--- config.mk ---
export PLATFORM = sky130hd
export DESIGN_NAME = fixed_lane_serializer
export DESIGN_NICKNAME = d
export VERILOG_FILES = /design/src/rtl/fixed_lane_serializer.sv
export SDC_FILE = /design/constraint.sdc
export NUM_CORES = 1
export LEC_CHECK = 0
export CAP_MARGIN = 40
export CORE_UTILIZATION = 48
export DETAILED_ROUTE_END_ITERATION = 8
export PLACE_DENSITY_LB_ADDON = 0.12
export SYNTH_ARGS = -nofsm -noshare
export SYNTH_HDL_FRONTEND = slang
export SYNTH_SLANG_ARGS = --single-unit
--- constraint.sdc ---
create_clock -name clk -period 4.55 [get_ports clk]
set_input_delay 0.91 -clock clk [delete_from_list [all_inputs] [get_ports clk]]
set_output_delay 0.91 -clock clk [all_outputs]
set_load 0.005 [all_outputs]
--- src/rtl/fixed_lane_serializer.sv ---
`default_nettype none
// ============================================================================
// fixed_lane_serializer - serializes kept lanes of a multi-lane beat, lowest
// lane first, onto a single-lane valid/ready stream with tlast preserved.
// Revision: 1.0
// ============================================================================
module fixed_lane_serializer #(
   parameter  int DATA_WIDTH     = 20,
   parameter  int PARALLELISM    = 4,
   localparam int LANE_IDX_WIDTH = (PARALLELISM > 1) ? $clog2(PARALLELISM) : 1
) (
   input  logic                      clk,
   input  logic                      rst,
   input  logic                      in_valid,
   output logic                      in_ready,
   input  logic                      in_tlast,
   input  logic [PARALLELISM-1:0]    in_keep,
   input  logic [DATA_WIDTH-1:0]     in_data [PARALLELISM-1:0],
   output logic [DATA_WIDTH-1:0]     out_data,
   output logic                      out_valid,
   input  logic                      out_ready,
   output logic                      out_tlast,
   output logic                      out_keep,
   output logic [LANE_IDX_WIDTH-1:0] out_lane
);

   typedef enum logic [0:0] {
      S_IDLE  = 1'b0,
      S_DRAIN = 1'b1
   } state_t;

   state_t                    r_state;
   state_t                    w_state_nxt;
   logic [DATA_WIDTH-1:0]     r_beat_data [PARALLELISM-1:0];
   logic [PARALLELISM-1:0]    r_rem_mask;
   logic                      r_beat_last;
   logic                      r_null_pend;
   logic [LANE_IDX_WIDTH-1:0] w_sel;
   logic                      w_drain;
   logic                      w_one_left;
   logic                      w_final;
   logic                      w_out_fire;
   logic                      w_in_fire;

   // Priority encoder: scanning downward leaves the lowest set index in w_sel.
   always_comb begin
      w_sel = '0;
      for (int i = PARALLELISM - 1; i >= 0; i--) begin
         if (r_rem_mask[i]) begin
            w_sel = LANE_IDX_WIDTH'(i);
         end
      end
   end

   assign w_drain    = (r_state == S_DRAIN);
   assign w_one_left = (r_rem_mask != '0) &&
                       ((r_rem_mask & (r_rem_mask - PARALLELISM'(1))) == '0);
   assign w_final    = w_drain && (r_null_pend || w_one_left);
   assign w_out_fire = w_drain && out_ready;
   assign in_ready   = !rst && (!w_drain || (out_ready && w_final));
   assign w_in_fire  = in_valid && in_ready;
   assign out_valid  = w_drain;

   always_comb begin
      out_data  = '0;
      out_lane  = '0;
      out_keep  = 1'b0;
      out_tlast = 1'b0;
      if (w_drain) begin
         if (r_null_pend) begin
            out_tlast = 1'b1;
         end else begin
            out_data  = r_beat_data[w_sel];
            out_lane  = w_sel;
            out_keep  = 1'b1;
            out_tlast = r_beat_last && w_one_left;
         end
      end
   end

   always_comb begin
      w_state_nxt = r_state;
      if (w_out_fire && w_final) begin
         w_state_nxt = S_IDLE;
      end
      // A same-edge load overrides the return to idle, giving bubble-free beats.
      if (w_in_fire) begin
         w_state_nxt = ((in_keep != '0) || in_tlast) ? S_DRAIN : S_IDLE;
      end
   end

   always_ff @(posedge clk) begin
      if (rst) begin
         r_state <= S_IDLE;
      end else begin
         r_state <= w_state_nxt;
      end
   end

   always_ff @(posedge clk) begin
      if (rst) begin
         r_rem_mask  <= '0;
         r_beat_last <= 1'b0;
         r_null_pend <= 1'b0;
         for (int i = 0; i < PARALLELISM; i++) begin
            r_beat_data[i] <= '0;
         end
      end else begin
         if (w_out_fire) begin
            if (r_null_pend) begin
               r_null_pend <= 1'b0;
            end else begin
               r_rem_mask[w_sel] <= 1'b0;
            end
         end
         if (w_in_fire) begin
            r_rem_mask  <= in_keep;
            r_beat_last <= in_tlast;
            r_null_pend <= (in_keep == '0) && in_tlast;
            for (int i = 0; i < PARALLELISM; i++) begin
               r_beat_data[i] <= in_data[i];
            end
         end
      end
   end

endmodule
`default_nettype wire

After elaboration in Yosys (flattened, before gate mapping) --
Memory sizes are Yosys's and may differ from the RTL's. Index checks and enable logic that the tools add are counted.
Storage, ports and cells: output and inout port bits 26, bits in registers 7, input port bits 89, memories 1, logic and storage cells 69, memory bits (writable) 80
Cells by class: muxes and demuxes 31, $add $sub $neg 1, reduce and logical (&&, ||, !) cells 22, magnitude comparators 2, bitwise gates (word level) 7, eq/ne operators 1
Memories:
- r_beat_data | depth 4, bits a word 20, read ports 1, clocked after Yosys merged registers in 0, wr ports 4, line 34 | logic [DATA_WIDTH-1:0] r_beat_data [PARALLELISM-1:0];
Operator list (number):
- two-way mux 20 bit | 6
- two-way mux 1 bit | 15
- two-way mux 2 bit | 6
- two-way mux 4 bit | 3
- logical AND 1 bit | 10
- AND 4 bit | 2
- logical NOT 4 bit | 2
- nonzero test 4 bit | 2
- inverter 4 bit | 1
- bitwise OR 1 bit | 4
- nonzero test 2 bit | 2
- subtractor 4 x 1 -> 4 bit (second input constant) | 1
- logical OR 1 bit | 3
- < comparator 2 x 3 -> 1 bit (second input constant) | 1
- demux 1 bit (select 2 bit) | 1
- >= comparator 2 x 1 -> 1 bit (second input constant) | 1
- logical NOT 1 bit | 2
- inequality test 2 x 1 -> 1 bit (second input constant) | 1
- AND reduction 2 bit | 1

Longest topological paths before layout --
Gate-level depths: netlist of the first run.
depth after elaboration 14, depth in mapped cells 7, gate-level depth less buffers 6

Worst setup path before layout of the first run --
Ideal clock, no wire load.
path kind input port to flip-flop, from input out_ready, to memory r_beat_data[0][0] (enable), buffers on the path 1, arrival 3310 ps, stages on the path 5, path slack 796 ps, required time 4107 ps, library setup time 443 ps, cell sequence nand2b_1 and2_1 o211a_4 buf_6 or2_1
RTL lines:
- from (decl) | line 21 | input logic out_ready,
- to (decl) | line 34

Final worst setup path of the first run --
from register r_rem_mask[2], to output out_data[8]
Between the ends: cells in the longest elaborated chain, start to end 6
Ends and longest elaborated chain:
- from (decl) | line 35 | logic [PARALLELISM-1:0] r_rem_mask;
- from (signal assigned) | line 117 | r_rem_mask <= in_keep;
- two-way mux 2 bit (3 in series) | line 49 | if (r_rem_mask[i]) begin
- memory (4 x 20 bit)
- two-way mux 20 bit | line 70 | if (r_null_pend) begin
- two-way mux 20 bit | line 69 | if (w_drain) begin
- to (decl) | line 19 | output logic [DATA_WIDTH-1:0] out_data,
Every way passes these cells.

==> impl_metrics.toml, run 1 <==
[routing]
firstDrtPassIters = 4
vias_per_cell = 5.249
route.detailed.drc = 0
ant_nets = 0
via_count = 2703
drt-initial-drc-count = 181
routed_wl_mm = 8.677
wire_per_inst_um = 16.85

[synth]
ys_warn_count = 0
yosysMostFrequentCell = "and2_1"
synthTopCellsByArea = "edfxtp_1, and2_1, mux2i_1, a22oi_1, dfxtp_1"
synth_commonest_cells = "and2_1, edfxtp_1, mux2i_1"
yosys.area.top_type_share = 0.6051
synth.ff_latch_count = 87
synth_area_leader_cell = "edfxtp_1"
ys_seq_area_frac = 0.6404
synth_cells = 297
syn_nets = 386
synth_edf_count = 80
syn_avg_cell_area_sq_um = 13.37
synthesis.area_sq_mm = 0.003970
ys_types = 33
async_reset_ff_frac = 0
synth_ff_type = "edfxtp_1"

[timing]
skew_ns = 0.01402
rsz0062_at_grt = "no"
setup_viol = 0
max_clock_freq_mhz = 269.7
slew_headroom = 0.4723
period_share = 0.8150
tns_ns = 0
min_period_ns = 3.708
holdWs_ns = 0.4721
worst_pin_slew_ns = 0.7896
hold_viol_final = 0
report.final.slew_viol_count = 0

[cts]
cts.sinks = 87
h-tree-depth = 3
clk_latency_ns = 0.35
cts_buffer_depth = 2
cts_repair_resize_count = 0
postCtsSetupBuffers = 0
path_clk_slew_ns = 0.08
cts_tree = "built"
root_buffer = "clkbuf_8"
ctsHoldBuffers = 0
cts_buffers = 9

[final_layout]
regArea_sq_mm = 0.002542
drive_above_1_share = 0.06780
n_fill_cell = 590
final_nets = 497
n_antenna_cell = 0
area_growth_pct = 36.72
multi_input_area_sq_mm = 0.001314

[pwr]
power_frac_clock = 0.286
power.switching_uw = 434.8
swShare = 0.2363
pwr_density_cell_mw_per_mm2 = 339.0
power.internal_uw = 1405
peakVddDrop_v = 0.0001603
p_seq_frac = 0.530
combPwrFrac = 0.184
power.leakage_uw = 0.001942

[critical_path]
slowest_stage = "nor3_2"
path_cells = "inv_1 -> nor3_2 -> buf_4 -> a22oi_1 -> o22ai_1 -> clkdlybuf4s50_1"
reg2reg_slack_ns = 1.96
slowest_delay_ns = 0.63
cp_top_family = "buffers and inverters"
rr_worst_depth = 5
crit_required_ns = 3.64
crit_fanout = 11
crit_path_end_kind = "primary output"
r2r-end = "r_beat_data[2][13]$_SDFFCE_PN0P_"
path_class = "flop to primary output"
cp-start-kind = "flop"
cp.arrival_ns = 2.80
reg2reg_from = "r_rem_mask[0]$_SDFFE_PP0P_"
path_buf_inv = 3

[min_path]
worstHoldStart = "r_beat_last$_SDFFE_PP0P_"
hold_depth = 2
min_to = "r_beat_last$_SDFFE_PP0P_"
hold_class = "flop to flop"

[global_route]
grt.overflow.total = 0
grt_pass1_wl_mm = 13.65
grt_pass1_vias = 2712
grt_max_degree = 86
grt_usage = 0.2111
grt_antenna_before_repair = 0

[floorplanning]
pin_count = 115
coreArea_sq_mm = 0.007848
die_x_um = 92.95
die_h_um = 92.95
row_count = 32
dieArea_sq_mm = 0.008639
start_util = 0.5059

[placement]
hpwl_mm = 5.878
portBuffers = 114
gp_congestion = 0.8341

[run]
maxCapViolations = 0

[run_status]
status = "finished clean"
area by class of cell:
class                      count  area share
clock inverter                 4    0.008529
sequential                    87      0.4684
multi-input combinational    183      0.2420
clock buffer                  12     0.02674
inverter                       7    0.004841
timing repair buffer         120      0.2259
tap                          102     0.02351
cell families (layout without fill, tap and decap cells):
kind of cell / Yosys count / in the layout / synth area share
xor+xnor: 1 / 1 / 0.002207
compound gates: 55 / 55 / 0.09676
mux: 25 / 25 / 0.06681
simple gates: 102 / 102 / 0.1582
flops: 87 / 87 / 0.6404
buf+inv: 27 / 143 / 0.03561
power by group through the flow:
stage,registers [uW],logic (uW),clock network (uW)
after floorplan,986,166,0
after global placement,991,321,0
after detailed placement,993,340,0
after CTS,976,341,533
after global routing,982,366,564
final,976,339,525
worst max-delay path by stage:
stage	from	endpoint	slack (ns)	cells after the start
after floorplan	out_ready	r_beat_data[0][0]$_SDFFCE_PN0P_	0.80	5
after global placement	out_ready	in_ready	1.25	5
after detailed placement	out_ready	in_ready	1.20	5
after CTS	r_rem_mask[2]$_SDFFE_PP0P_	out_data[8]	0.83	6
after global routing	r_rem_mask[2]$_SDFFE_PP0P_	out_data[15]	0.69	6
final	r_rem_mask[2]$_SDFFE_PP0P_	out_data[8]	0.84	6
routing by layer:
layer / share of wire / GRT usage / up-vias / routed length [um]
li1: - / - / 1312 / -
met2: 0.51 / 0.3487 / 84 / 4418
met4: 0.014 / 0.07308 / 0 / 124
met3: 0.048 / 0.04516 / 10 / 420
met5: 0 / 0 / - / 0
met1: 0.43 / 0.2756 / 1297 / 3712
sequential cells by signal, indices dropped and copies added (netlist names):
signal,count
out_valid,1
r_beat_data,80
r_beat_last,1
r_null_pend,1
r_rem_mask,4
worst register-to-register path: stages (launching register included):
cell,delay [ns]
dfxtp_1,0.46
nor4b_4,0.69
a211o_1,0.28
o211a_4,0.18
or2_4,0.29
buf_16,0.32
stage by stage:
stage / power (uW) / util / cell area (sq um) / cells / worst slack, ns
floorplan: 1152 / - / 3970 / 297 / 0.7965
global placement: 1312 / 0.6602 / 5181 / 497 / 1.255
detailed placement: 1333 / 0.6673 / 5236 / 499 / 1.196
CTS: 1850 / 0.6916 / 5428 / 515 / 0.8289
global route: 1913 / 0.6916 / 5428 / 515 / 0.6917
finish: 1840 / 0.6916 / 5428 / 515 / 0.8416
placed cells by master (no fill, tap or decap), types with 2 or more instances in the layout:
cell type / n
a21oi_1: 3
a22oi_1: 20
a311oi_1: 2
and2_1: 83
buf_16: 2
buf_4: 4
clkbuf_1: 2
clkbuf_8: 10
clkdlybuf4s50_1: 114
dfxtp_1: 7
edfxtp_1: 80
inv_1: 7
mux2_4: 3
mux2i_1: 22
nand2_1: 3
nand2b_1: 2
nor2_1: 5
o21ai_0: 4
o22ai_1: 20
(Power assumes the default switching activity.)
==> inputs of run 2 (changes only) <==
CORE_UTILIZATION = 43   (was 48)
clock period = 3.1 ns   (was 4.55 ns; I/O delays follow)
==> impl_metrics.toml, run 2 (synthesized netlist as in run 1, its figures left out) <==
[pwr]
power.switching_uw = 633.5
peakVddDrop_v = 0.0002039
p_seq_frac = 0.502
swShare = 0.2222
power_frac_clock = 0.321
pwr_density_cell_mw_per_mm2 = 515.7
power.leakage_uw = 0.001980
combPwrFrac = 0.177
power.internal_uw = 2218

[routing]
drt-initial-drc-count = 153
vias_per_cell = 5.057
ant_nets = 0
route.detailed.drc = 6
routed_wl_mm = 8.473
wire_per_inst_um = 16.14
firstDrtPassIters = 6
via_count = 2655

[final_layout]
stdcell_area_sq_mm = 0.005529
largestRegisters = "r_beat_data (80), r_rem_mask (4)"
final_nets = 501
final_cell_mix = "clkdlybuf4s50_1, and2_1, edfxtp_1, mux2i_1"
largest_register_ffs = 80
area_growth_pct = 39.27
top_register = "r_beat_data"
drive_above_1_share = 0.07914
final_common_cell = "clkdlybuf4s50_1"
n_antenna_cell = 0

[critical_path]
crit_fanout = 18
reg2reg_from = "r_rem_mask[0]$_SDFFE_PP0P_"
crit_required_ns = 2.48
crit_path_end_kind = "primary output"
slowest_stage = "dfxtp_1"
cp_top_family = "buffers and inverters"
reg2reg_slack_ns = 0.91
cp-start-kind = "flop"
r2r-end = "r_beat_data[0][11]$_SDFFCE_PN0P_"
path_class = "flop to primary output"
rr_worst_depth = 5
path_cells = "inv_1 -> a21oi_4 -> buf_12 -> mux2i_1 -> o22ai_1 -> clkdlybuf4s50_1"
cp.arrival_ns = 2.37
cp.depth = 6
path_buf_inv = 3
slowest_delay_ns = 0.50

[global_route]
grt_pass1_wl_mm = 13.23
busiest_layer = "met2"
grt_pass1_vias = 2652
grt_max_degree = 86
grt_antenna_before_repair = 0
grt_use_met2 = 0.3044
grt_use_met3 = 0.03436
grt_usage = 0.1816
gr-usage-met1 = 0.2311
grt.overflow.total = 0

[cts]
cts.sinks = 87
path_clk_slew_ns = 0.08
h-tree-depth = 3
root_buffer = "clkbuf_8"
cts_buffers = 9
cts_tree = "built"
clk_latency_ns = 0.35
cts_buffer_depth = 2

[floorplanning]
die_x_um = 98.09
start_util = 0.4487
dieArea_sq_mm = 0.009621
die_h_um = 98.09
row_count = 34
pin_count = 115
coreArea_sq_mm = 0.008848

[min_path]
min_to = "r_beat_last$_SDFFE_PP0P_"
hold_class = "flop to flop"
hold_depth = 2
worstHoldStart = "r_beat_last$_SDFFE_PP0P_"

[timing]
hold_viol_final = 0
min_period_ns = 2.985
skew_ns = 0.01671
fin_ws_ns = 0.1149
max_clock_freq_mhz = 335.0
worst_pin_slew_ns = 0.4985
tns_ns = 0
setup_viol = 0
report.final.slew_viol_count = 0
rsz0062_at_grt = "no"
slew_headroom = 0.6672
period_share = 0.9629

[run_status]
violations = "DRC"
status = "complete, but fails checks"

[placement]
pre_cts_slack_ns = 0.3412
portBuffers = 114
gp_congestion = 0.8622
placed_cell_area_sq_mm = 0.005269
hpwl_mm = 5.521

[run]
maxCapViolations = 0
## run 2: power by group through the flow
stage	registers, uW	logic (uW)	clock network, uW
2_1_floorplan	1440	243	0
3_5_place_dp	1460	504	0
3_3_place_gp	1450	500	0
6_report	1430	505	915
5_1_grt	1440	548	979
4_1_cts	1430	507	940
## run 2: final cells by class
class	count	area (sq um)
Clock buffer	12	135.1
Clock inverter	4	97.59
Fill cell	728	3319
Inverter	7	26.28
Multi-Input combinational cell	183	1323
Sequential cell	87	2542
Tap cell	108	135.1
Timing Repair Buffer	124	1270
## run 2: per-stage QoR
stage / hold WS (ns) / util / cells / total power (uW)
finish: 0.4618 / 0.6249 / 525 / 2851
floorplan: 0.4351 / - / 297 / 1688
detailed placement: 0.4588 / 0.5954 / 507 / 1962
CTS: 0.4691 / 0.6217 / 523 / 2878
global placement: 0.4554 / 0.5954 / 507 / 1953
global route: 0.4894 / 0.6249 / 525 / 2968
## run 2: repair_timing
action                     in CTS  in global routing
setup buffers                   0                  2
setup endpoints to repair       0                 20
hold buffers                    0                  0
gates resized for setup         0                  3
## run 2: worst register-to-register path, stage by stage, from the launching register on
cell and delay [ns]:
dfxtp_1 0.63, nor4b_1 0.12, a211o_1 0.36, o211a_4 0.27, or2_4 0.24, buf_12 0.20
## run 2: worst max-delay path by stage
stage	start	endpoint	slack, ns
floorplan	r_rem_mask[0]$_SDFFE_PP0P_	r_beat_data[0][0]$_SDFFCE_PN0P_	0.40
global placement	out_ready	in_ready	0.38
detailed placement	out_ready	in_ready	0.34
CTS	out_valid$_SDFFE_PP0P_	out_data[15]	0.05
global route	r_rem_mask[1]$_SDFFE_PP0P_	out_data[12]	0.002
finish	r_rem_mask[1]$_SDFFE_PP0P_	out_data[12]	0.11
## run 2: layer usage
| layer | part of all wire | up-vias |
|---|---|---|
| met2 | 0.51 | 75 |
| met4 | 0.0053 | 0 |
| met5 | 0 | - |
| li1 | - | 1319 |
| met1 | 0.44 | 1257 |
| met3 | 0.045 | 4 |
==> inputs of run 3 (changes only) <==
CELL_PAD_IN_SITES_DETAIL_PLACEMENT = 0   (was unset)
CELL_PAD_IN_SITES_GLOBAL_PLACEMENT = 1   (was unset)
CORE_UTILIZATION = 34   (was 43)
==> impl_metrics.toml, run 3 (synthesized netlist as in run 1, its figures left out) <==
[run_status]
status = "finished clean"

[routing]
ant_nets = 0
drt-initial-drc-count = 129
firstDrtPassIters = 4
wire_per_inst_um = 15.29
vias_per_cell = 4.786
routed_wl_mm = 8.592
via_count = 2690
route.detailed.drc = 0

[global_route]
grt_pass1_vias = 2571
grt_pass1_wl_mm = 12.98
grt_antenna_before_repair = 0
grt.overflow.total = 0
grt_usage = 0.1486
grt_max_degree = 81

[placement]
dp_cells = 546
placed_cell_area_sq_mm = 0.005318
portBuffers = 114
gp_congestion = 0.8142
hpwl_mm = 5.815
pre_cts_slack_ns = 0.3159

[final_layout]
stdcell_area_sq_mm = 0.005632
final_cell_mix = "clkdlybuf4s50_1, and2_1, edfxtp_1, mux2i_1"
largestRegisters = "r_beat_data (80), r_rem_mask (4)"
instances_no_fill = 562
final_nets = 503
drive_above_1_share = 0.08353
largest_register_ffs = 80
final_common_cell = "clkdlybuf4s50_1"
area_growth_pct = 41.85
n_fill_cell = 1031
top_register = "r_beat_data"
n_antenna_cell = 0

[critical_path]
crit_required_ns = 2.48
path_class = "flop to primary output"
cp-start-kind = "flop"
cp.arrival_ns = 2.30
crit_path_end_kind = "primary output"
crit_fanout = 16

[floorplanning]
dieArea_sq_mm = 0.01211
row_count = 39
die_h_um = 110.1
die_x_um = 110.1
coreArea_sq_mm = 0.01142
pin_count = 115
start_util = 0.3477

[timing]
skew_ns = 0.01080
worst_pin_slew_ns = 0.4549
fin_ws_ns = 0.1796
report.final.slew_viol_count = 0
rsz0062_at_grt = "no"
hold_viol_final = 0
setup_viol = 0
slew_headroom = 0.6963
period_share = 0.9421
min_period_ns = 2.920
tns_ns = 0
max_clock_freq_mhz = 342.4

[pwr]
power.leakage_uw = 0.002021
peakVddDrop_v = 0.0002736
pwr_density_cell_mw_per_mm2 = 541.6

[cts]
cts_buffers = 9
cts_repair_resize_count = 0
cts_buffer_depth = 2
root_buffer = "clkbuf_16"
postCtsSetupBuffers = 0
cts_tree = "built"
ctsHoldBuffers = 0
cts.sinks = 87
h-tree-depth = 3
path_clk_slew_ns = 0.06
clk_latency_ns = 0.33

[min_path]
hold_class = "flop to flop"

[run]
maxCapViolations = 0
-- run 3: worst paths after layout --
path                            cells past startpoint                               to  slack, ns                       start
worst min register to register                      2         r_beat_last$_SDFFE_PP0P_       0.46    r_beat_last$_SDFFE_PP0P_
worst min-delay path                                2         r_beat_last$_SDFFE_PP0P_       0.46    r_beat_last$_SDFFE_PP0P_
worst max register to register                      5  r_beat_data[2][1]$_SDFFCE_PN0P_       0.95  r_rem_mask[0]$_SDFFE_PP0P_
worst max-delay path                                6                     out_data[16]       0.18  r_rem_mask[2]$_SDFFE_PP0P_
-- run 3: critical path, stage by stage, from the launching register on --
cell,delay [ns]
dfxtp_1,0.38
nand2b_1,0.21
a21oi_4,0.35
buf_12,0.23
mux2i_1,0.09
o22ai_1,0.17
clkdlybuf4s50_1,0.54
-- run 3: per-layer routing --
layer  vias to the layer above  part of all wire  global-route usage
met3                         5             0.067             0.03116
li1                       1330                 -                   -
met4                         0            0.0088             0.05333
met2                        91              0.50              0.2446
met5                         -                 0                   0
met1                      1264              0.43              0.1933
-- run 3: area by class of cell --
class,instances,area (sq um),area share
flip-flops and latches,87,2542,0.4515
multi-input cells,183,1314,0.2333
repair buffers,126,1256,0.2231
clock buffers,10,229.0,0.04066
well taps,143,178.9,0.03177
clock inverters,6,85.08,0.01511
inverters,7,26.28,0.004666
-- run 3: power breakdown --
part	leakage (uW)	internal (uW)	total [uW]	switching (uW)
clock network	0.000150	703	1120	414
registers	0.000900	1400	1430	35.0
logic	0.000972	283	503	220
total	0.00202	2380	3050	669
-- run 3: through the flow --
step                      hold WS (ns)  utilization  total power [uW]
after floorplan                 0.4351            -              1688
after global placement          0.4565       0.4657              1965
after detailed placement        0.4560       0.4657              1968
after CTS                       0.4647       0.4932              3088
after global routing            0.4918       0.4932              3173
final                           0.4600       0.4932              3050
